--- src/rtl/hazard_scoreboard_if.sv ---
// -----------------------------------------------------------------------------
// hazard_scoreboard_if
//   Bundles the pipeline-side request/handshake signals and the stall/flush
//   controls exchanged between the 5-stage pipeline and its hazard unit.
//
//   master : pipeline side. Drives the issue/decode/bus-status signals and
//            receives the stall/flush controls.
//   slave  : hazard unit side (hazard_scoreboard).
//
//   Signals
//     issue_v/issue_wen/issue_rd/issue_lat : instruction moving D->E
//     srca_d/srcb_d/usea_d/useb_d         : D-stage operand reads
//     branch_d                             : D instr needs operands in D
//     mdu_use_d/mdu_start/mdu_div          : multiply/divide unit usage
//     i_data_ok/d_data_ok                  : instruction/data bus status
//     flush_all                            : redirect, drop in-flight producers
//     stallF..flushW, mdu_busy, stall_cnt  : controls back to the pipeline
// -----------------------------------------------------------------------------
interface hazard_scoreboard_if #(
  parameter int AW    = 5,
  parameter int LAT_W = 3,
  parameter int CNT_W = 32
);
  logic             issue_v;
  logic             issue_wen;
  logic [AW-1:0]    issue_rd;
  logic [LAT_W-1:0] issue_lat;
  logic [AW-1:0]    srca_d;
  logic [AW-1:0]    srcb_d;
  logic             usea_d;
  logic             useb_d;
  logic             branch_d;
  logic             mdu_use_d;
  logic             mdu_start;
  logic             mdu_div;
  logic             i_data_ok;
  logic             d_data_ok;
  logic             flush_all;

  logic             stallF;
  logic             stallD;
  logic             stallE;
  logic             stallM;
  logic             flushE;
  logic             flushW;
  logic             mdu_busy;
  logic [CNT_W-1:0] stall_cnt;

  modport master (
    output issue_v, issue_wen, issue_rd, issue_lat,
    output srca_d, srcb_d, usea_d, useb_d, branch_d,
    output mdu_use_d, mdu_start, mdu_div,
    output i_data_ok, d_data_ok, flush_all,
    input  stallF, stallD, stallE, stallM, flushE, flushW, mdu_busy, stall_cnt
  );

  modport slave (
    input  issue_v, issue_wen, issue_rd, issue_lat,
    input  srca_d, srcb_d, usea_d, useb_d, branch_d,
    input  mdu_use_d, mdu_start, mdu_div,
    input  i_data_ok, d_data_ok, flush_all,
    output stallF, stallD, stallE, stallM, flushE, flushW, mdu_busy, stall_cnt
  );
endinterface

--- src/rtl/hazard_scoreboard.sv ---
// -----------------------------------------------------------------------------
// hazard_scoreboard
//   Hazard unit for a 5-stage (F/D/E/M/W) pipeline. Each GPR has a small
//   countdown giving the number of cycles until its pending result becomes
//   forwardable; D-stage readers stall while that result is not yet usable.
//   A multiply/divide busy FSM stalls HI/LO consumers, bus handshakes stall
//   the front/back end, and a saturating counter records D-stall cycles.
//
//   Ports
//     clk     : clock
//     resetn  : asynchronous reset, active low
//     hz      : hazard_scoreboard_if.slave (issue, operands, MDU, bus status
//               in; stallF/D/E/M, flushE/W, mdu_busy, stall_cnt out)
// -----------------------------------------------------------------------------
module hazard_scoreboard #(
  parameter int NREG    = 32,
  parameter int AW      = 5,
  parameter int LAT_W   = 3,
  parameter int MUL_LAT = 4,
  parameter int DIV_LAT = 32,
  parameter int CNT_W   = 32
) (
  input  logic           clk,
  input  logic           resetn,
  hazard_scoreboard_if.slave hz
);

  localparam int MAX_LAT = (DIV_LAT > MUL_LAT) ? DIV_LAT : MUL_LAT;
  localparam int MCTR_W  = $clog2(MAX_LAT + 1);
  localparam logic [MCTR_W-1:0] DIV_LOAD = MCTR_W'(DIV_LAT - 1);
  localparam logic [MCTR_W-1:0] MUL_LOAD = MCTR_W'(MUL_LAT - 1);

  typedef enum logic [1:0] {
    MDU_IDLE = 2'd0,
    MDU_BUSY = 2'd1,
    MDU_DONE = 2'd2
  } mdu_state_t;

  logic [LAT_W-1:0]  cnt_r [NREG];
  mdu_state_t        mdu_state_r;
  logic [MCTR_W-1:0] mdu_ctr_r;
  logic              mdu_busy_r;
  logic [CNT_W-1:0]  stall_cnt_r;

  logic [LAT_W-1:0]  cnt_a_s;
  logic [LAT_W-1:0]  cnt_b_s;
  logic              opnd_a_s;
  logic              opnd_b_s;
  logic              raw_stall_s;
  logic              mdu_stall_s;
  logic              stall_d_s;
  logic              stall_e_s;
  logic              flush_e_s;
  logic              flush_w_s;
  logic              advance_s;
  logic              issue_hit_s;
  logic [MCTR_W-1:0] mdu_load_s;

  // Operand hazard detection from the scoreboard counts.
  always_comb begin
    cnt_a_s  = cnt_r[hz.srca_d];
    cnt_b_s  = cnt_r[hz.srcb_d];
    opnd_a_s = 1'b0;
    opnd_b_s = 1'b0;
    // A D-resolved branch cannot use the E->D forward path, so it waits
    // until the count reaches zero; other readers only wait while the
    // result is more than one cycle away.
    if (hz.usea_d && (hz.srca_d != {AW{1'b0}})) begin
      if (hz.branch_d) begin
        opnd_a_s = (cnt_a_s != {LAT_W{1'b0}});
      end else begin
        opnd_a_s = (cnt_a_s > LAT_W'(1));
      end
    end else begin
      opnd_a_s = 1'b0;
    end
    if (hz.useb_d && (hz.srcb_d != {AW{1'b0}})) begin
      if (hz.branch_d) begin
        opnd_b_s = (cnt_b_s != {LAT_W{1'b0}});
      end else begin
        opnd_b_s = (cnt_b_s > LAT_W'(1));
      end
    end else begin
      opnd_b_s = 1'b0;
    end
  end

  // Stage stall/flush equations.
  always_comb begin
    raw_stall_s = opnd_a_s | opnd_b_s;
    mdu_stall_s = hz.mdu_use_d & mdu_busy_r;
    stall_d_s   = ~hz.i_data_ok | ~hz.d_data_ok | raw_stall_s | mdu_stall_s;
    stall_e_s   = ~hz.d_data_ok;
    // A bubble is only meaningful when E actually accepts a new entry.
    flush_e_s   = stall_d_s & ~stall_e_s & ~hz.flush_all;
    flush_w_s   = ~hz.d_data_ok;
    advance_s   = ~stall_e_s;
    issue_hit_s = hz.issue_v & hz.issue_wen & (hz.issue_rd != {AW{1'b0}});
    mdu_load_s  = hz.mdu_div ? DIV_LOAD : MUL_LOAD;
  end

  // Per-register countdown scoreboard; register 0 is never tracked.
  always_ff @(posedge clk or negedge resetn) begin
    if (!resetn) begin
      for (int r = 0; r < NREG; r++) begin
        cnt_r[r] <= {LAT_W{1'b0}};
      end
    end else if (hz.flush_all) begin
      for (int r = 0; r < NREG; r++) begin
        cnt_r[r] <= {LAT_W{1'b0}};
      end
    end else if (advance_s) begin
      for (int r = 0; r < NREG; r++) begin
        if (r == 0) begin
          cnt_r[r] <= {LAT_W{1'b0}};
        end else if (issue_hit_s && (hz.issue_rd == AW'(r))) begin
          // A fresh producer replaces whatever count the register had.
          cnt_r[r] <= hz.issue_lat;
        end else if (cnt_r[r] != {LAT_W{1'b0}}) begin
          cnt_r[r] <= cnt_r[r] - LAT_W'(1);
        end else begin
          cnt_r[r] <= cnt_r[r];
        end
      end
    end else begin
      for (int r = 0; r < NREG; r++) begin
        cnt_r[r] <= cnt_r[r];
      end
    end
  end

  // Multiply/divide busy FSM; the counter runs regardless of pipeline stalls.
  always_ff @(posedge clk or negedge resetn) begin
    if (!resetn) begin
      mdu_state_r <= MDU_IDLE;
      mdu_ctr_r   <= {MCTR_W{1'b0}};
      mdu_busy_r  <= 1'b0;
    end else if (hz.flush_all) begin
      mdu_state_r <= MDU_IDLE;
      mdu_ctr_r   <= {MCTR_W{1'b0}};
      mdu_busy_r  <= 1'b0;
    end else begin
      case (mdu_state_r)
        MDU_IDLE: begin
          if (hz.mdu_start) begin
            mdu_state_r <= MDU_BUSY;
            mdu_ctr_r   <= mdu_load_s;
            mdu_busy_r  <= 1'b1;
          end else begin
            mdu_state_r <= MDU_IDLE;
            mdu_busy_r  <= 1'b0;
          end
        end
        MDU_BUSY: begin
          if (mdu_ctr_r == {MCTR_W{1'b0}}) begin
            mdu_state_r <= MDU_DONE;
            mdu_busy_r  <= 1'b0;
          end else begin
            mdu_ctr_r   <= mdu_ctr_r - MCTR_W'(1);
            mdu_busy_r  <= 1'b1;
          end
        end
        MDU_DONE: begin
          // Back-to-back MDU ops may start in the result cycle.
          if (hz.mdu_start) begin
            mdu_state_r <= MDU_BUSY;
            mdu_ctr_r   <= mdu_load_s;
            mdu_busy_r  <= 1'b1;
          end else begin
            mdu_state_r <= MDU_IDLE;
            mdu_busy_r  <= 1'b0;
          end
        end
        default: begin
          mdu_state_r <= MDU_IDLE;
          mdu_ctr_r   <= {MCTR_W{1'b0}};
          mdu_busy_r  <= 1'b0;
        end
      endcase
    end
  end

  // Saturating count of D-stage stall cycles; only reset clears it.
  always_ff @(posedge clk or negedge resetn) begin
    if (!resetn) begin
      stall_cnt_r <= {CNT_W{1'b0}};
    end else if (stall_d_s && (stall_cnt_r != {CNT_W{1'b1}})) begin
      stall_cnt_r <= stall_cnt_r + CNT_W'(1);
    end else begin
      stall_cnt_r <= stall_cnt_r;
    end
  end

  assign hz.stallF    = stall_d_s;
  assign hz.stallD    = stall_d_s;
  assign hz.stallE    = stall_e_s;
  assign hz.stallM    = stall_e_s;
  assign hz.flushE    = flush_e_s;
  assign hz.flushW    = flush_w_s;
  assign hz.mdu_busy  = mdu_busy_r;
  assign hz.stall_cnt = stall_cnt_r;

  hazard_scoreboard_chk u_chk (
    .clk       (clk),
    .resetn    (resetn),
    .issue_v   (hz.issue_v),
    .stall_d   (stall_d_s),
    .mdu_start (hz.mdu_start),
    .mdu_busy  (mdu_busy_r)
  );

endmodule

// -----------------------------------------------------------------------------
// hazard_scoreboard_chk
//   Interface-usage properties of the hazard unit: the pipeline never issues
//   while D is stalled and never starts the MDU while it is busy.
//   Ports: clk, resetn, issue_v, stall_d, mdu_start, mdu_busy (all inputs).
// -----------------------------------------------------------------------------
module hazard_scoreboard_chk (
  input logic clk,
  input logic resetn,
  input logic issue_v,
  input logic stall_d,
  input logic mdu_start,
  input logic mdu_busy
);

  a_no_issue_on_stall: assert property (
    @(posedge clk) disable iff (!resetn) !(issue_v && stall_d));

  a_no_start_when_busy: assert property (
    @(posedge clk) disable iff (!resetn) !(mdu_start && mdu_busy));

endmodule
--- src/flat_wrapper.sv ---
// flat-port wrapper written by rule: the top's interface ports become plain ports
module hazard_scoreboard_flat 
#(
  parameter int NREG    = 32,
  parameter int AW      = 5,
  parameter int LAT_W   = 3,
  parameter int MUL_LAT = 4,
  parameter int DIV_LAT = 32,
  parameter int CNT_W   = 32
)
  (clk, resetn, hz_issue_v, hz_issue_wen, hz_issue_rd, hz_issue_lat, hz_srca_d, hz_srcb_d, hz_usea_d, hz_useb_d, hz_branch_d, hz_mdu_use_d, hz_mdu_start, hz_mdu_div, hz_i_data_ok, hz_d_data_ok, hz_flush_all, hz_stallF, hz_stallD, hz_stallE, hz_stallM, hz_flushE, hz_flushW, hz_mdu_busy, hz_stall_cnt);
  hazard_scoreboard_if #(.AW(AW), .LAT_W(LAT_W), .CNT_W(CNT_W)) hz_i ();
  input  logic clk;
  input  logic resetn;
  input wire logic [$bits(hz_i.issue_v)-1:0] hz_issue_v;
  input wire logic [$bits(hz_i.issue_wen)-1:0] hz_issue_wen;
  input wire logic [$bits(hz_i.issue_rd)-1:0] hz_issue_rd;
  input wire logic [$bits(hz_i.issue_lat)-1:0] hz_issue_lat;
  input wire logic [$bits(hz_i.srca_d)-1:0] hz_srca_d;
  input wire logic [$bits(hz_i.srcb_d)-1:0] hz_srcb_d;
  input wire logic [$bits(hz_i.usea_d)-1:0] hz_usea_d;
  input wire logic [$bits(hz_i.useb_d)-1:0] hz_useb_d;
  input wire logic [$bits(hz_i.branch_d)-1:0] hz_branch_d;
  input wire logic [$bits(hz_i.mdu_use_d)-1:0] hz_mdu_use_d;
  input wire logic [$bits(hz_i.mdu_start)-1:0] hz_mdu_start;
  input wire logic [$bits(hz_i.mdu_div)-1:0] hz_mdu_div;
  input wire logic [$bits(hz_i.i_data_ok)-1:0] hz_i_data_ok;
  input wire logic [$bits(hz_i.d_data_ok)-1:0] hz_d_data_ok;
  input wire logic [$bits(hz_i.flush_all)-1:0] hz_flush_all;
  output wire logic [$bits(hz_i.stallF)-1:0] hz_stallF;
  output wire logic [$bits(hz_i.stallD)-1:0] hz_stallD;
  output wire logic [$bits(hz_i.stallE)-1:0] hz_stallE;
  output wire logic [$bits(hz_i.stallM)-1:0] hz_stallM;
  output wire logic [$bits(hz_i.flushE)-1:0] hz_flushE;
  output wire logic [$bits(hz_i.flushW)-1:0] hz_flushW;
  output wire logic [$bits(hz_i.mdu_busy)-1:0] hz_mdu_busy;
  output wire logic [$bits(hz_i.stall_cnt)-1:0] hz_stall_cnt;
  assign hz_i.issue_v = hz_issue_v;
  assign hz_i.issue_wen = hz_issue_wen;
  assign hz_i.issue_rd = hz_issue_rd;
  assign hz_i.issue_lat = hz_issue_lat;
  assign hz_i.srca_d = hz_srca_d;
  assign hz_i.srcb_d = hz_srcb_d;
  assign hz_i.usea_d = hz_usea_d;
  assign hz_i.useb_d = hz_useb_d;
  assign hz_i.branch_d = hz_branch_d;
  assign hz_i.mdu_use_d = hz_mdu_use_d;
  assign hz_i.mdu_start = hz_mdu_start;
  assign hz_i.mdu_div = hz_mdu_div;
  assign hz_i.i_data_ok = hz_i_data_ok;
  assign hz_i.d_data_ok = hz_d_data_ok;
  assign hz_i.flush_all = hz_flush_all;
  assign hz_stallF = hz_i.stallF;
  assign hz_stallD = hz_i.stallD;
  assign hz_stallE = hz_i.stallE;
  assign hz_stallM = hz_i.stallM;
  assign hz_flushE = hz_i.flushE;
  assign hz_flushW = hz_i.flushW;
  assign hz_mdu_busy = hz_i.mdu_busy;
  assign hz_stall_cnt = hz_i.stall_cnt;
  hazard_scoreboard #(.NREG(NREG), .AW(AW), .LAT_W(LAT_W), .MUL_LAT(MUL_LAT), .DIV_LAT(DIV_LAT), .CNT_W(CNT_W)) u_core (.clk(clk), .resetn(resetn), .hz(hz_i));
endmodule
--- config.mk ---
export PLATFORM = sky130hd
export DESIGN_NAME = hazard_scoreboard_flat
export DESIGN_NICKNAME = d
export VERILOG_FILES = /design/src/rtl/hazard_scoreboard_if.sv /design/src/rtl/hazard_scoreboard.sv /design/src/flat_wrapper.sv
export SDC_FILE = /design/constraint.sdc
export NUM_CORES = 1
export LEC_CHECK = 0
export BUFFER_PORTS_ARGS = -buffer_cell sky130_fd_sc_hd__buf_2
export CAP_MARGIN = 30
export CORE_UTILIZATION = 60
export DETAILED_ROUTE_END_ITERATION = 16
export MAX_ROUTING_LAYER = met4
export PLACE_DENSITY = 0.84
export SLEW_MARGIN = 30
export SYNTH_ARGS = -nofsm -noshare
export SYNTH_HDL_FRONTEND = slang
export SYNTH_SLANG_ARGS = --single-unit
--- constraint.sdc ---
create_clock -name clk -period 5.05 [get_ports clk]
set_clock_uncertainty 0.2 [all_clocks]
set_input_delay 0.2525 -clock clk [delete_from_list [all_inputs] [get_ports clk]]
set_output_delay 0.2525 -clock clk [all_outputs]
set_load 0.05 [all_outputs]
## Yosys cells after proc, flatten, opt, wreduce, memory -nomap -nowiden

Cells that the tools add are included.
Widths: inputs -> output; s select.

- Bitwise logic cells: 14
- Shifts and indexed selects: 0
- Multipliers: 0
- Add/sub/neg operators: 33
- Div/mod/pow operators: 0
- Magnitude comparators: 4
- Mux-type cells: 87
- Reductions and logical operators: 137
- Equal/unequal tests: 37

Operator list:

| cell | count |
|---|---|
| $mux 3 | 66 |
| $mux 96 | 2 |
| $reduce_bool 3->1 | 64 |
| $sub 3x1->3 const B | 31 |
| $eq 5x5->1 const B | 16 |
| $reduce_and 2->1 | 32 |
| $eq 5x4->1 const B | 8 |
| $logic_and 1x1->1 | 34 |
| $add 32x1->32 const B | 1 |
| $ne 32x32->1 const B | 1 |
| $bmux 3 s5 | 2 |
| $eq 5x3->1 const B | 4 |
| $mux 6 | 3 |
| $reduce_bool 5->1 | 3 |
| $ge 6x6->1 const B | 2 |
| $not 5->6 | 2 |
| $pmux 6 s2 | 1 |
| $eq 5x2->1 const B | 2 |
| $mux 1 | 8 |
| $gt 3x1->1 const B | 2 |
| $logic_not 6->1 | 1 |
| $sub 6x1->6 const B | 1 |
| $and 1x1->1 | 5 |
| $eq 5x1->1 const B | 1 |
| 14 further kinds | 20 |

- Bits in writable memories: 0
- Output and inout port bits: 39
- Memories kept: 0
- Register bits: 137
- Memory bits (read-only): 0
- Bits in latches: 0

## Depth between registers and ports, before layout

- Depth in word-level cells: 12
- Depth in mapped cells: 11
- Gate-level depth less buffers: 8

## Worst setup path before layout

Ideal clock, no wire load.

- Kind: input-to-output
- Start: input port hz_srcb_d[1]
- End: output port hz_flushE
- Buffers on the path: 3
- Data arrival time: 2.879 ns
- Path slack: 1.719 ns
- Stages: 8
- Cell sequence: buf_2 buf_1 mux4_2 a311o_1 a21oi_2 a2111oi_4 buf_6 nor3_1

- Longest elaborated chain between the ends: 12
- Elaborated cells on any way between the ends: 15
- Those cells by class: order compare (1); mux (5); bitwise (6); reduce/logical (3)

Ends and longest elaborated chain:

| element | line | RTL |
|---|---|---|
| from (decl) | flat_wrapper.sv:20 | `input wire logic [$bits(hz_i.srcb_d)-1:0] hz_srcb_d;` |
| $not 5->6 (not written as such) | hazard_scoreboard.sv:62 | `cnt_b_s = cnt_r[hz.srcb_d];` |
| $bmux 3 s5 | hazard_scoreboard.sv:62 |  |
| $mux 3 (not written as such) (2 in series) | hazard_scoreboard.sv:62 |  |
| $gt 3x1->1 / $reduce_bool 3->1 (equally long branches) | hazard_scoreboard.sv:81, hazard_scoreboard.sv:79 |  |
| $mux 1 | hazard_scoreboard.sv:78 | `if (hz.branch_d) begin` |
| $mux 1 (*) | hazard_scoreboard.sv:77 | `if (hz.useb_d && (hz.srcb_d != {AW{1'b0}})) begin` |
| $or 1x1->1 (*) | hazard_scoreboard.sv:90 | `raw_stall_s = opnd_a_s \| opnd_b_s;` |
| $or 1x1->1 (*) (2 in series) | hazard_scoreboard.sv:92 | `stall_d_s = ~hz.i_data_ok \| ~hz.d_data_ok \| raw_stall_s \| mdu_stall_s;` |
| $and 1x1->1 (*) (2 in series) | hazard_scoreboard.sv:95 | `flush_e_s = stall_d_s & ~stall_e_s & ~hz.flush_all;` |
| to (decl) | flat_wrapper.sv:34 | `output wire logic [$bits(hz_i.flushE)-1:0] hz_flushE;` |

Every way passes the cells marked *; elsewhere a longest branch is shown, timed or not. The select of a mux whose other input is x is not followed.

## Final worst setup path

- Start: register u_core.cnt_r[72] in the netlist's numbering
- End: output port hz_stallF

- Longest elaborated chain between the ends: 9
- Elaborated cells on any way between the ends: 17
- Those cells by class: order compare (2); mux (10); bitwise (3); reduce/logical (2)

Ends and longest elaborated chain:

| element | line | RTL |
|---|---|---|
| from (decl) | hazard_scoreboard.sv:39 | `logic [LAT_W-1:0] cnt_r [NREG];` |
| from (signal, indexed assignment) | hazard_scoreboard.sv:106 | `cnt_r[r] <= {LAT_W{1'b0}};` |
| from (signal, indexed assignment) | hazard_scoreboard.sv:110 | `cnt_r[r] <= {LAT_W{1'b0}};` |
| from (signal, indexed assignment) | hazard_scoreboard.sv:115 | `cnt_r[r] <= {LAT_W{1'b0}};` |
| $bmux 3 s5, on equally long branches | hazard_scoreboard.sv:61, hazard_scoreboard.sv:62 |  |
| $mux 3, on equally long branches (2 in series) | hazard_scoreboard.sv:61, hazard_scoreboard.sv:62 |  |
| $gt 3x1->1, or another cell as far along | hazard_scoreboard.sv:72 | `opnd_a_s = (cnt_a_s > LAT_W'(1));` |
| $mux 1, on equally long branches | hazard_scoreboard.sv:69, hazard_scoreboard.sv:78 |  |
| $mux 1, on equally long branches | hazard_scoreboard.sv:68, hazard_scoreboard.sv:77 |  |
| $or 1x1->1 (*) | hazard_scoreboard.sv:90 |  |
| $or 1x1->1 (*) (2 in series) | hazard_scoreboard.sv:92 |  |
| to (decl) | flat_wrapper.sv:30 | `output wire logic [$bits(hz_i.stallF)-1:0] hz_stallF;` |

Marks and branches as above.

==> summary.md <==
| Metric | Value |
|---|---|
| Dpl hpwl | `15.9 mm` |
| Sw Share | `0.418` |
| Slowest-stage cell, CP | `a2111oi_4` |
| Sw power | `2.14 mW` |
| TritonCTS clock tree | `done` |
| Comb power frac | `0.399` |
| Synthesis warning total | `0` |
| Post-synth EDFFs | `0` |
| Crit Path Class | `reg -> out` |
| DRT iter0 DRCs | `873` |
| Post-route cell area | `10300 um2` |
| Sequential area share after synthesis | `0.360` |
| Min-delay worst type | `in -> reg` |
| Dpl cell area | `9690 um2` |
| CP Max Fanout | `9` |
| Layout Area Growth over Synthesis | `10.9%` |
| Filler cell count | `1213` |
| Total GRT Usage | `0.322` |
| Worst slew pin tran | `896 ps` |
| WHS | `97.7 ps` |
| CTS HTree Levels | `4` |
| Crit path DAT | `3220 ps` |
| Final Slew Violations | `0` |
| Die Y | `127 um` |
| Starting density of the core | `0.613` |
| Antenna violations before repair | `1` |
| Fin crit share | `0.727` |
| Post-CTS setup buffer count | `0` |
| Max Freq | `273 MHz` |
| Nets | `1275` |
| Via total after detailed routing | `8624` |
| Sequential share of power | `0.341` |
| Busiest grt layer | `met2` |
| CTS root buf | `clkbuf_16` |
| Nature of the critical path endpoint | `output port` |
| CTS Sinks | `134` |
| CP peak stage delay | `620 ps` |
| Longest Clk Path Bufs | `2` |
| Post-Layout Cell Count | `1381` |
| #FFs+latches synth | `134` |
| Post-layout min period | `3670 ps` |
| Grt met1 use | `0.429` |
| Clock network power share | `0.260` |
| Top delay family on crit path | `compound AO/OA/AOI/OAI gates` |
| Startpoint class of the critical path | `flop` |
| Unrepaired setup endpoints after global routing | `no` |
| Post-Syn Area | `9310 um2` |
| GRT met3 Usage | `0.0616` |
| Leakage power | `4.59 nW` |
| Placed cell count | `1346` |
| Total power | `5.13 mW` |
| Width of the die | `127 um` |
| Final hold vios | `0` |
| Largest net degree at the start of global routing | `77` |
| Count of cell types in the netlist | `54` |
| Synth Instances | `1138` |
| Final core occ | `0.680` |
| Vias/cell | `6.24` |
| Placement Setup Slack | `1160 ps` |
| First-pass GRT wire length | `39.5 mm` |
| Crit path buffers/inverters | `2` |
| Cts repair resizes | `0` |
| Clock-pin slew on the worst setup and hold paths | `60 ps` |
| Die area | `16000 um2` |
| Residual DRC | `0` |
| Syn nets | `1234` |
| I/O Pins | `70` |
| Relative slew slack | `0.401` |
| Setup ws final | `1380 ps` |
| Gr ovfl total | `0` |
| Post-synth ARST share | `1.00` |
| Status | `completed` |
| Max VDD drop | `273 uV` |
| DRT Wirelength | `23.7 mm` |
| Max-Cap Viols | `0` |
| WP data required | `4600 ps` |
| Final setup viols | `0` |
| Syn Area/Cell | `8.18 um2` |
| First-pass DRT Iterations | `5` |
| Number of hold buffers added after cts | `2` |
| Later-pin clock latency in the skew report | `440 ps` |
| Core area | `15200 um2` |
| Internal Power | `2.98 mW` |
| Vias in the first global route | `7826` |
| Met2 Use GR | `0.484` |
| Final setup TNS | `0 ps` |
| PortBufs | `69` |
| GP Congestion | `0.859` |
| FP Rows | `45` |
| P per Cell Area | `496 nW/um2` |
| Crit-path cells | `mux4_2 -> or3b_1 -> o311ai_0 -> a21oi_1 -> o32a_1 -> a2111oi_4 -> inv_1 -> buf_2` |
| Ratio of cells with drive above 1 in the final layout | `0.112` |
| Antenna Violating Nets Remaining | `0` |
| Top FF cell, synth | `dfrtp_1` |
| DR WL/cell | `17.2 um` |
| Num CTS Buffers | `17` |
-- path summary, 6_finish.rpt --
path | start | endpoint | slack [ps] | depth (start not counted)
hold / removal | hz_mdu_div | u_core.mdu_ctr_r[3] | 100 | 4
setup reg to reg | u_core.cnt_r[72] | u_core.hz.stall_cnt[18] | 1600 | 9
max in group asynchronous | resetn | u_core.cnt_r[32] | 3210 | 3
setup / recovery | u_core.cnt_r[72] | hz_stallF | 1380 | 8
hold reg to reg | u_core.hz.stall_cnt[29] | u_core.hz.stall_cnt[29] | 280 | 1
min in group asynchronous | resetn | u_core.cnt_r[20] | 200 | 2
-- layer usage --
layer  up-vias  part of all wire
met5         -                 0
met4         0             0.026
met3        56             0.075
met2       364              0.46
met1      4094              0.44
li1       4110                 -
-- worst reg2reg max path, stage by stage, from the launching register on --
cell       delay, ps
dfrtp_1          450
mux4_2           480
or3b_1           360
o311ai_0         110
a21oi_1           70
o32a_1           330
a2111oi_4        620
buf_4            400
nor4b_1          130
xor2_1           180
-- power by group through the flow --
stage | registers, mW | clock network (mW) | logic [mW]
after detailed placement | 1.75 | 0 | 2.02
after global placement | 1.74 | 0 | 1.92
final | 1.75 | 1.33 | 2.05
after CTS | 1.74 | 1.34 | 2.04
after global routing | 1.79 | 1.39 | 2.31
after floorplan | 1.91 | 0 | 1.34
-- registers in the layout, summed over array words and instances, names as in the netlist --
register             cells
u_core.mdu_ctr_r         6
u_core.hz.mdu_busy       1
u_core.cnt_r            93
u_core.hz.stall_cnt     32
u_core.mdu_state_r       2
-- cell families after synthesis --
group	after synthesis	share of synthesized area
xor gates and xnor gates	33	0.0310
DFF	134	0.360
AOI/OAI and AO/OA	301	0.201
buffers and inverters	161	0.0708
muxes	26	0.0527
and+or+nand+nor	418	0.197
adders and majority gates	65	0.0873
-- synthesized netlist by cell type (2+ instances only) --
master / number / area [um2]
nand3_1: 20 / 100
ha_1: 65 / 813
nor4_1: 10 / 62.6
clkbuf_1: 36 / 135
buf_4: 5 / 37.5
a21o_1: 2 / 15.0
and2_1: 2 / 12.5
a211oi_1: 54 / 405
o311ai_0: 2 / 17.5
xnor2_1: 3 / 26.3
buf_1: 5 / 18.8
nor3_1: 36 / 180
o31ai_1: 3 / 22.5
dfrtp_1: 134 / 3350
nand4_1: 3 / 18.8
nand2_1: 62 / 233
nor2b_1: 9 / 56.3
a2111oi_0: 6 / 52.6
o21ai_0: 46 / 230
nor3b_1: 6 / 45.0
nor4b_2: 2 / 30.0
buf_2: 5 / 25.0
a21oi_1: 138 / 691
a31oi_1: 7 / 43.8
xor2_1: 30 / 263
o41ai_1: 30 / 263
mux4_2: 18 / 405
nand2b_1: 3 / 18.8
mux2_2: 3 / 33.8
nor2_1: 241 / 905
nor4b_1: 5 / 43.8
and3_1: 12 / 75.1
mux2i_1: 4 / 40.0
buf_6: 4 / 45.0
inv_1: 105 / 394
nand3b_1: 3 / 22.5
a22o_1: 2 / 17.5
-- placed cells by master (no fill, tap or decap), types with 4 or more instances in the layout --
cell type / n
nor2_1: 241
a21oi_1: 138
dfrtp_1: 134
inv_1: 105
buf_2: 67
ha_1: 65
nand2_1: 62
a211oi_1: 54
o21ai_0: 46
nor3_1: 36
xor2_1: 30
o41ai_1: 30
nand3_1: 20
mux4_2: 18
clkbuf_16: 17
and3_1: 12
nor4_1: 10
nor2b_1: 9
a31oi_1: 7
inv_8: 7
buf_4: 7
a2111oi_0: 6
nor3b_1: 6
nor4b_1: 5
inv_6: 5
mux2i_1: 4
-- layout make-up --
class                           instances  area (um2)  share of cell area
Clock inverter                         15         199              0.0193
Sequential cell                       134        3350               0.325
Clock buffer                           17         425              0.0412
Antenna cell                            1        2.50            0.000242
Timing Repair Buffer                   77         419              0.0406
Inverter                              106         398              0.0385
Multi-Input combinational cell        843        5300               0.513
Tap cell                              188         235              0.0228
(Power assumes the default switching activity.)
